$ cat config.mk
export PLATFORM = sky130hd
export DESIGN_NAME = memory_requester
export DESIGN_NICKNAME = d
export VERILOG_FILES = /design/src/rtl/memory_pkg.sv /design/src/rtl/memory_requester.sv
export SDC_FILE = /design/constraint.sdc
export NUM_CORES = 1
export LEC_CHECK = 0
export CAP_MARGIN = 20
export CORE_MARGIN = 10
export CORE_UTILIZATION = 40
export DETAILED_ROUTE_END_ITERATION = 7
export MAX_ROUTING_LAYER = met4
export PLACE_DENSITY = 0.65
export SYNTH_ARGS = -nofsm -noshare
export SYNTH_HDL_FRONTEND = slang
export SYNTH_SLANG_ARGS = --single-unit
$ cat constraint.sdc
create_clock -name aclk -period 3.6 [get_ports aclk]
set_input_delay 0.72 -clock aclk [delete_from_list [all_inputs] [get_ports aclk]]
set_output_delay 0.72 -clock aclk [all_outputs]
set_load 0.005 [all_outputs]
$ cat src/rtl/memory_pkg.sv
`default_nettype none
// ============================================================================
// Module      : memory_pkg
// Description : Shared types and defaults for the byte-wide memory
//               strobe/ready initiator (memory_requester).
//               Contents: default byte-address width, default wait timeout,
//               byte/word types and the request FSM state encoding.
// Revision    : 1.0 - initial release
// ============================================================================
package memory_pkg;

  localparam int c_addr_w_default  = 12;
  localparam int c_timeout_default = 15;

  typedef logic [7:0]  byte_t;
  typedef logic [31:0] word_t;

  typedef enum logic [2:0] {
    IDLE      = 3'd0,
    ARM       = 3'd1,
    ISSUE     = 3'd2,
    WAIT_LOW  = 3'd3,
    WAIT_HIGH = 3'd4,
    DONE      = 3'd5
  } req_fsm_t;

endpackage
`default_nettype wire

$ cat src/rtl/memory_requester.sv
`default_nettype none
// ============================================================================
// Module      : memory_requester
// Description : Initiator for the byte-wide memory strobe/ready protocol.
//               Accepts 1-4 byte little-endian read/write requests on a
//               valid/ready port and performs one memory access per byte.
//               Read bytes are assembled into a 32-bit word; write words are
//               split into bytes. A wait that exceeds TIMEOUT cycles aborts
//               the request with rsp_err=1.
// Ports       : aclk/aresetn         clock, async active-low reset
//               req_*                request port (valid/ready handshake)
//               rsp_valid/err/rdata  one-cycle completion pulse + data
//               mem_*                byte-wide memory strobe/ready interface
// Revision    : 1.0 - initial release
// ============================================================================
module memory_requester
  import memory_pkg::*;
#(
  parameter int ADDR_W  = c_addr_w_default,
  parameter int TIMEOUT = c_timeout_default
) (
  input  logic              aclk,
  input  logic              aresetn,
  input  logic              req_valid,
  output logic              req_ready,
  input  logic              req_write,
  input  logic [ADDR_W-1:0] req_addr,
  input  logic [1:0]        req_size,
  input  logic [31:0]       req_wdata,
  output logic              rsp_valid,
  output logic              rsp_err,
  output logic [31:0]       rsp_rdata,
  output logic              mem_enable,
  output logic              mem_write,
  output logic              mem_strobe,
  output logic [ADDR_W-1:0] mem_addr,
  output logic [7:0]        mem_wdata,
  input  logic [7:0]        mem_rdata,
  input  logic              mem_ready
);

  // Last counter value that may still be spent waiting; the following cycle
  // would be wait cycle number TIMEOUT+1.
  localparam logic [3:0] c_tmo_last = 4'(TIMEOUT - 1);

  req_fsm_t          r_state;
  req_fsm_t          w_state_nxt;
  logic              r_live;        // low during reset and until the first edge after it
  logic              r_write;
  logic [ADDR_W-1:0] r_addr;
  logic [1:0]        r_size;
  logic [1:0]        r_idx;
  word_t             r_wdata;
  word_t             r_rdata;
  word_t             r_rsp_rdata;
  logic              r_rsp_err;
  logic [3:0]        r_tmo;

  logic              w_accept;
  logic              w_byte_done;
  logic              w_last;
  logic              w_timeout;
  word_t             w_rdata_merged;
  byte_t             w_wbyte;

  // --------------------------------------------------------------------------
  // State register
  // --------------------------------------------------------------------------
  always_ff @(posedge aclk or negedge aresetn) begin
    if (!aresetn) begin
      r_state <= IDLE;
    end else begin
      r_state <= w_state_nxt;
    end
  end

  // --------------------------------------------------------------------------
  // Next state and Moore outputs
  // --------------------------------------------------------------------------
  always_comb begin
    w_state_nxt = r_state;
    w_accept    = 1'b0;
    w_byte_done = 1'b0;
    w_timeout   = 1'b0;
    w_last      = (r_idx == r_size);
    req_ready   = 1'b0;
    mem_enable  = 1'b0;
    mem_write   = 1'b0;
    mem_strobe  = 1'b0;
    rsp_valid   = 1'b0;
    rsp_err     = 1'b0;

    case (r_state)
      IDLE: begin
        req_ready = r_live;
        if (req_valid && r_live) begin
          w_accept    = 1'b1;
          w_state_nxt = ARM;
        end
      end
      ARM: begin
        // One cycle of enable ahead of the first strobe for the memory's
        // enable synchroniser.
        mem_enable  = 1'b1;
        mem_write   = r_write;
        w_state_nxt = ISSUE;
      end
      ISSUE: begin
        mem_enable  = 1'b1;
        mem_write   = r_write;
        mem_strobe  = 1'b1;
        w_state_nxt = WAIT_LOW;
      end
      WAIT_LOW: begin
        mem_enable = 1'b1;
        mem_write  = r_write;
        if (!mem_ready) begin
          w_state_nxt = WAIT_HIGH;
        end else if (r_tmo == c_tmo_last) begin
          w_timeout   = 1'b1;
          w_state_nxt = DONE;
        end
      end
      WAIT_HIGH: begin
        mem_enable = 1'b1;
        mem_write  = r_write;
        if (mem_ready) begin
          w_byte_done = 1'b1;
          w_state_nxt = w_last ? DONE : ISSUE;
        end else if (r_tmo == c_tmo_last) begin
          w_timeout   = 1'b1;
          w_state_nxt = DONE;
        end
      end
      DONE: begin
        rsp_valid   = 1'b1;
        rsp_err     = r_rsp_err;
        w_state_nxt = IDLE;
      end
      default: begin
        w_state_nxt = IDLE;
      end
    endcase
  end

  // Read word with the byte currently returned by the memory merged in, so
  // the final byte lands in the response on the same edge it is captured.
  always_comb begin
    w_rdata_merged                 = r_rdata;
    w_rdata_merged[8*r_idx +: 8]   = mem_rdata;
  end

  assign w_wbyte   = r_wdata[8*r_idx +: 8];
  assign mem_addr  = r_addr + ADDR_W'(r_idx);   // wraps modulo 2**ADDR_W
  assign mem_wdata = w_wbyte;
  assign rsp_rdata = r_rsp_rdata;

  // --------------------------------------------------------------------------
  // Request latch, byte index, read assembly, response and wait timer
  // --------------------------------------------------------------------------
  always_ff @(posedge aclk or negedge aresetn) begin
    if (!aresetn) begin
      r_live      <= 1'b0;
      r_write     <= 1'b0;
      r_addr      <= '0;
      r_size      <= '0;
      r_idx       <= '0;
      r_wdata     <= '0;
      r_rdata     <= '0;
      r_rsp_rdata <= '0;
      r_rsp_err   <= 1'b0;
      r_tmo       <= '0;
    end else begin
      r_live <= 1'b1;

      if (w_accept) begin
        r_write <= req_write;
        r_addr  <= req_addr;
        r_size  <= req_size;
        r_wdata <= req_wdata;
        r_idx   <= '0;
        r_rdata <= '0;   // bytes above the request size read back as zero
      end

      if (w_byte_done && !r_write) begin
        r_rdata <= w_rdata_merged;
      end
      if (w_byte_done && !w_last) begin
        r_idx <= r_idx + 2'd1;
      end

      // Only the wait states transition into DONE.
      if (w_state_nxt == DONE) begin
        r_rsp_err   <= w_timeout;
        r_rsp_rdata <= (w_timeout || r_write) ? '0 : w_rdata_merged;
      end

      // Timer restarts on every state change, so each wait state gets its
      // own budget; it only advances while sitting in a wait state.
      if (w_state_nxt != r_state) begin
        r_tmo <= '0;
      end else if (r_state == WAIT_LOW || r_state == WAIT_HIGH) begin
        r_tmo <= r_tmo + 4'd1;
      end
    end
  end

endmodule
`default_nettype wire

After elaboration in Yosys (flattened, before gate mapping)
Index checks and enable logic that the tools add are counted.
- logic and storage cells: 67
- output and inout port bits: 58
- bits of input ports: 59
- flip-flop bits (word level): 122
- shift operators: 3
- add/subtract/negate cells: 4
- reduce and logical (&&, ||, !) cells: 12
- mux-type cells: 28
- equal/unequal tests: 9
- operators with widths (operator ; number):
    2-to-1 mux 32 bit ; 3
    negation 5 -> 34 bit ; 1
    variable shift 8 x 34 -> 32 bit, first input constant ; 1
    variable part select 8 x 34 -> 32 bit ; 1
    bitwise mux 32 bit ; 1
    variable part select 32 x 6 -> 8 bit ; 1
    2-to-1 mux 3 bit ; 5
    case mux 3 bit (5 select lines) ; 1
    2-to-1 mux 1 bit ; 13
    adder 12 x 2 -> 12 bit ; 1
    equality test 3 bit, second input constant ; 3
    2-to-1 mux 4 bit ; 2
    equality test 3 x 2 -> 1 bit, second input constant ; 2
    nonzero test 2 bit ; 3
    adder 4 x 1 -> 4 bit, second input constant ; 1
    equality test 4 bit, second input constant ; 1
    2-to-1 mux 2 bit ; 2
    OR reduction 4 bit ; 1
    equality test 3 x 1 -> 1 bit, second input constant ; 1
    logical AND 1 bit ; 3
    logical NOT 3 bit ; 1
    inequality test 3 bit ; 1
    adder 2 x 1 -> 2 bit, second input constant ; 1
    equality test 2 bit ; 1
    3 further kinds ; 5

Depth between registers and ports, before layout
Gate-level depths: netlist of the first run.
- depth after elaboration: 6
- depth in mapped cells: 9
- gate-level depth less buffers: 7

Worst setup path before layout of the first run
OpenSTA, ideal clock, no wires.
- path type: register to register
- from: register r_idx[1]
- to: register r_rdata[16]
- data arrival time: 2403 ps
- clock period less this slack: 2470 ps
- library setup time: 67 ps
- path slack: 1130 ps
- path buffers: 2
- stages on the path, launching flop included: 9
- cell sequence: dfrtp_1 clkbuf_1 inv_1 ha_1 inv_1 nor4b_2 and2_1 clkbuf_1 a22o_1
- longest elaborated chain between the ends: 4
- RTL lines (what ; RTL line ; text):
    start, declared ; memory_requester.sv:52 ; logic [1:0] r_idx;
    start signal, assigned ; memory_requester.sv:189 ; r_idx <= r_idx + 2'd1;
    negation 5 -> 34 bit * ; memory_requester.sv:150 ; w_rdata_merged[8*r_idx +: 8] = mem_rdata;
    variable part select 8 x 34 -> 32 bit or variable shift 8 x 34 -> 32 bit (tied branches) ; memory_requester.sv:150 ;
    bitwise mux 32 bit * ; memory_requester.sv:150 ;
    2-to-1 mux 32 bit * ; memory_requester.sv:185 ; if (w_byte_done && !r_write) begin
    end signal, assigned ; memory_requester.sv:186 ; r_rdata <= w_rdata_merged;
    end, declared ; memory_requester.sv:54 ; word_t r_rdata;
Every way passes the cells marked *; elsewhere a longest branch is shown, timed or not.
A chain may end at the register's enable or synchronous reset.

Worst setup path in the final report of the first run
- from: register r_addr[0]
- to: output mem_addr[6]
- longest elaborated chain between the ends: 1
- RTL lines (what ; RTL line ; text):
    start, declared ; memory_requester.sv:50 ; logic [ADDR_W-1:0] r_addr;
    start signal, assigned ; memory_requester.sv:178 ; r_addr <= req_addr;
    adder 12 x 2 -> 12 bit ; memory_requester.sv:154 ; assign mem_addr = r_addr + ADDR_W'(r_idx);
    end, declared ; memory_requester.sv:36 ; output logic [ADDR_W-1:0] mem_addr,
No other way between the ends.

==> metrics.md, run 1 <==
| Metric | Value |
|---|---|
| TritonRoute pass-1 iters | 5 |
| Initial antenna violation count | 0 |
| # fillers | about 1300 |
| R2R Path Start | r_idx[0] |
| Die height | roughly 140 um |
| Post-DRT Antenna Nets | 0 |
| Rel. slew slack | between 40% and 50% |
| Synth Flop Type | dfrtp_1 |
| First-pass GRT wire length | between 20 and 30 mm |
| CP Class | reg -> out |
| Hold Path Class | in -> async |
| Per-cell routed wire length | ~18 um |
| Count of non-filler cells in the finished layout | about 900 |
| Worst R2R End | rsp_rdata[28] |
| Clock Path Buffers | 2 |
| Starting Density | between 40 and 50% |
| Hold buffers post-CTS | 0 |
| VDD IR-drop max | about 0.37 mV |
| Cell Rows | 44 |
| Post-Place Worst Slack | ~480 ps |
| Hpwl dp | ~11 mm |
| PostCTS Resize Cnt | 0 |
| Post-Syn Area | between 5000 and 6000 um^2 |
| Minimum clock period | about 3100 ps |
| Vias/cell | between 5 and 6 |
| Die X | between 100 and 150 um |
| Commonest non-fill, non-tap cell in the layout | nand2_1 |
| Mean Syn Cell Area | around 10 um^2 |
| Vias in the first global route | between 4000 and 5000 |
| Gpl congestion | 0.852 |
| YS warnings | 0 |
| Post-Syn Instances | 591 |
| Final max-slew violation count | 0 |
| EDFF count, synth | 0 |
| CP Max Fanout | 4 |
| Setup TNS | 0 ps |
| Nets@finish | ~770 |
| Worst-case reg-to-reg path depth | 8 |
| Layout cell share with drive strength beyond 1 | 10.9% |
| Die area | between 15000 and 20000 um^2 |
| FFs w/ async S/R, synth | 100% |
| Setup Skew | 8.27 ps |
| Core Region | around 14000 um^2 |
| Share of the clock period used by the worst path | a little under 90% |
| Final instance area | 7830 um^2 |
| Postcts setup bufs | 0 |
| H-Tree Depth | 4 |
| Worst setup margin | slightly below 500 ps |
| R2r setup slk | just under 1000 ps |
| Post-Route Utilization | a little over half |
| Max cap viols | 0 |
| Worst setup SP type | flip-flop |
| Clock sink total | about 120 |
| Worst skew pair latency | about 410 ps |
| Highest clock rate | 321 MHz |
| Residual DRC count | 0 |
| Ant. Diodes | 0 |
| Overall power | around 5.6 mW |
| Vias after detailed routing | approximately 4800 |
| Synth unique cells | 49 |
| Arrival time at the worst endpoint | roughly 2400 ps |
| 1st-iter DRT viols | approximately 390 |
| CTS tree | yes |
| Port bufs | approximately 120 |
| CTS Buf Count | 17 |
| GRT Total Usage | approximately 17% |
| Post-Syn Nets | between 600 and 700 |
| Critical path endpoint category | primary output |
| Total grt overflow | 0 |
| Area growth from synthesis to layout | 32.8% |
| CTS root buffer | clkbuf_16 |
| Hold WS | between 200 and 300 ps |
| Most frequent cells in the layout | nand2_1 (148), dfrtp_1 (122), clkdlybuf4s50_1 (115), a21oi_1 (39) |
| #FFs+latches synth | ~120 |
| Status | complete, no violations |
| Leakage | 3.58 nW |
| Sequential-to-total area share from yosys stat | between 50% and 60% |
| Pin count of the biggest net entering global routing | 57 |
| Unrepaired setup endpoints after global routing | no |
| CP required | around 2900 ps |
| Cell area power density | 720 nW/um^2 |
| Slew @ Worst Pin | 847 ps |
| Clock Pin Slew Worst Setup and Hold Paths | 50 ps |
| Hold Violations, Final | 0 |
| Detailed-route wire length | 16.0 mm |
| Cell count after placement | a little under 900 |
| IO Count | 117 |
| Setup Viol. Count Final | 0 |
| Post-DP Area | roughly 7200 um^2 |
[how the worst max path moves through the flow]
stage / startpoint / to / slack, ps
3_3_place_gp: mem_ready / rsp_rdata[22] / 600
5_1_grt: r_addr[0] / mem_addr[6] / 350
6_report: r_addr[0] / mem_addr[6] / 490
2_1_floorplan: r_idx[1] / r_rdata[16] / 1130
3_5_place_dp: mem_ready / rsp_rdata[30] / 480
4_1_cts: r_addr[0] / mem_addr[8] / 460
[power breakdown]
part           internal [mW]  leakage (nW)  switching (mW)
Combinational          0.941          1.67            1.01
Clock                   1.11         0.293           0.586
Sequential              1.72          1.62           0.272
[cells in the mapped netlist (all sizes together), types with 2 or more instances]
cell,count,area share (%)
nand2,149,9.5
dfrtp,122,52
a21oi,40,3.5
a22o,32,4.8
nor2b,32,3.4
buf,27,2.7
o21ai,27,2.3
nor2,23,1.7
o41ai,22,3.3
clkbuf,16,1.1
mux2,10,1.9
xnor2,10,1.5
ha,9,1.9
inv,9,0.57
mux4,8,3.1
and2,7,0.74
xor2,7,1.0
nand3,6,0.51
nor3,6,0.51
nand4,4,0.42
nor4b,3,0.66
nor3b,2,0.25
or2,2,0.21
[worst max-delay path: stages, from the launching register on]
cell             delay, ps
dfrtp_1                380
ha_1                   240
fa_1                   420
nand3_1                200
nor2_1                  80
xor2_1                 130
clkdlybuf4s50_1        530
[per-layer routing]
layer	up-vias	track usage [%]	share of wire [%]
met5	-	-	0
met4	0	5.38	1.4
met3	17	3.50	3.8
met2	105	27.9	52
met1	2379	19.7	43
li1	2256	-	-
[cell families after synthesis]
family | synth area share, %
buf+inv | 4.31
flops | 51.8
compound gates | 15.0
mux | 4.97
xor+xnor | 2.53
simple gates | 19.0
other cells | 0.0636
fa+ha+maj | 2.25
[final cells by class]
class                      count  area (um^2)  share of cell area [%]
tap                          184          230                    2.94
multi-input combinational    417         2600                    33.3
sequential                   122         3050                    39.0
clock inverter                 7         87.6                    1.12
inverter                       9         33.8                   0.432
timing repair buffer         135         1310                    16.8
clock buffer                  25          505                    6.46
[registers in the layout (all words and copies together) (netlist names)]
name,cells
r_size,2
rsp_rdata,32
r_idx,2
r_tmo,4
r_live,1
r_write,1
r_rsp_err,1
r_wdata,32
r_state,3
r_rdata,32
r_addr,12
(Power assumes the default switching activity.)
==> run 2, diff against run 1 <==
==> constraint.sdc (replaced) <==
create_clock -name aclk -period 3.6 [get_ports aclk]
set_input_delay 0.54 -clock aclk [delete_from_list [all_inputs] [get_ports aclk]]
set_output_delay 0.54 -clock aclk [all_outputs]
set_load 0.005 [all_outputs]
==> metrics.md, run 2 (synthesized netlist as in run 1, its figures left out) <==
| Metric | Value |
|---|---|
| Setup TNS | 0 ps |
| Slowest stage delay, CP | about 540 ps |
| CP Class | reg -> out |
| Commonest non-fill, non-tap cell in the layout | nand2_1 |
| Rel. slew slack | between 40% and 50% |
| Hold buffers post-CTS | 0 |
| Total buffers and inverters traversed by the critical path | 1 |
| CTS Buf Count | 17 |
| First-pass GRT wire length | roughly 26 mm |
| PostCTS Resize Cnt | 0 |
| Residual DRC count | 0 |
| Total grt overflow | 0 |
| Core Region | ~14000 um^2 |
| Most frequent cells in the layout | nand2_1 (148), dfrtp_1 (122), clkdlybuf4s50_1 (115), a21oi_1 (39) |
| Max cap viols | 0 |
| Clock Path Buffers | 2 |
| Hold WS | around 37 ps |
| Hold Violations, Final | 0 |
| Leakage | approximately 3.6 nW |
| Worst setup SP type | flip-flop |
| Share of the clock period used by the worst path | roughly 88% |
| Cell Rows | 44 |
| Clock sink total | between 100 and 150 |
| Slowest-stage cell, CP | dfrtp_1 |
| Vias after detailed routing | approximately 4700 |
| CTS root buffer | clkbuf_16 |
| Gpl congestion | 0.841 |
| Status | complete, no violations |
| Pin count of the biggest net entering global routing | 65 |
| GRT Total Usage | between 10% and 20% |
| Vias in the first global route | approximately 5000 |
| IO Count | around 120 |
| Initial antenna violation count | 0 |
| Final max-slew violation count | 0 |
| Vias/cell | around 5.2 |
| Hpwl dp | ~11 mm |
| Nets@finish | ~770 |
| Arrival time at the worst endpoint | 2640 ps |
| Critical path endpoint category | primary output |
| CP top delay family | adder cells |
| H-Tree Depth | 4 |
| Ant. Diodes | 0 |
| CP required | 3060 ps |
| CP Max Fanout | 7 |
| Per-cell routed wire length | roughly 18 um |
| Clock Pin Slew Worst Setup and Hold Paths | 50 ps |
| Hold Path Class | in -> async |
| Cell count after placement | about 860 |
| Die height | around 140 um |
| CTS tree | yes |
| Starting Density | roughly two fifths |
| TritonRoute pass-1 iters | 4 |
| Area growth from synthesis to layout | 33.0% |
| Worst skew pair latency | 420 ps |
| Port bufs | 116 |
| Count of non-filler cells in the finished layout | 897 |
| CP Cell Sequence | ha_1, fa_1, nand3_1, nor2_1, xnor2_1, clkdlybuf4s50_1 |
| Minimum clock period | roughly 3200 ps |
| Setup Viol. Count Final | 0 |
| Layout cell share with drive strength beyond 1 | between 10% and 20% |
| Highest clock rate | ~310 MHz |
| Detailed-route wire length | around 16 mm |
| R2r setup slk | ~800 ps |
| 1st-iter DRT viols | between 300 and 400 |
| VDD IR-drop max | 0.465 mV |
| Slew @ Worst Pin | between 700 and 800 ps |
| Die X | between 100 and 150 um |
| Post-DRT Antenna Nets | 0 |
| Setup Skew | 7.04 ps |
| Die area | 20000 um^2 |
| Unrepaired setup endpoints after global routing | no |
| Cell area power density | 728 nW/um^2 |
| Postcts setup bufs | 0 |
run 2: cell types whose count changed in the layout (fill, tap and decap cells not counted), sizes merged:
| cell | change |
|---|---|
| clkinvlp | +1 |
| clkbuf | -7 |
| buf | -2 |
| bufinv | +2 |
| clkinv | +4 |
run 2: cell type report:
cell class / count / area, um^2
repair buffers: 133 / 1310
well taps: 184 / 230
flip-flops and latches: 122 / 3050
fillers: 1273 / 6640
multi-input cells: 417 / 2600
inverters: 9 / 33.8
clock buffers: 18 / 429
clock inverters: 14 / 179
run 2: where the power goes:
part	internal (mW)	switching (mW)	total (mW)
Clock	1.15	0.610	1.76
Sequential	1.72	0.289	2.01
Combinational	0.933	1.01	1.94
run 2: metrics by stage:
stage	total power, mW	cell area, um^2	utilization, %	setup slack (ps)
after detailed placement	3.96	7220	49.9	620
after global placement	3.88	7190	49.7	768
final	5.71	7840	54.1	423
after global routing	6.06	7840	54.1	224
after floorplan	3.14	5890	-	1130
after CTS	5.74	7830	54.1	378
run 2: worst paths after layout:
kind,to,start,cells after the start
worst max-delay path,mem_addr[8],r_idx[0],6
min in group aclk,r_wdata[11],r_wdata[11],2
worst max register to register,rsp_rdata[28],r_idx[0],6
max in group asynchronous,rsp_rdata[0],aresetn,3
worst min register to register,r_wdata[11],r_wdata[11],2
worst min-delay path,r_wdata[11],aresetn,1
run 2: routing by layer:
metal	vias up	track usage (%)	routed length, um	part of all wire [%]
li1	2258	-	-	-
met1	2317	20.2	6860	43
met2	106	27.0	8170	51
met3	20	3.20	542	3.4
met4	0	6.78	291	1.8
met5	-	-	0	0
run 2: worst register-to-register path: cells and delay by family, from the launching register on:
kind	cells	cell delay (ps)
AOI/OAI and AO/OA	2	550
adders and majority gates	1	360
buffers and inverters	2	440
DFF	1	620
and+or+nand+nor	1	720
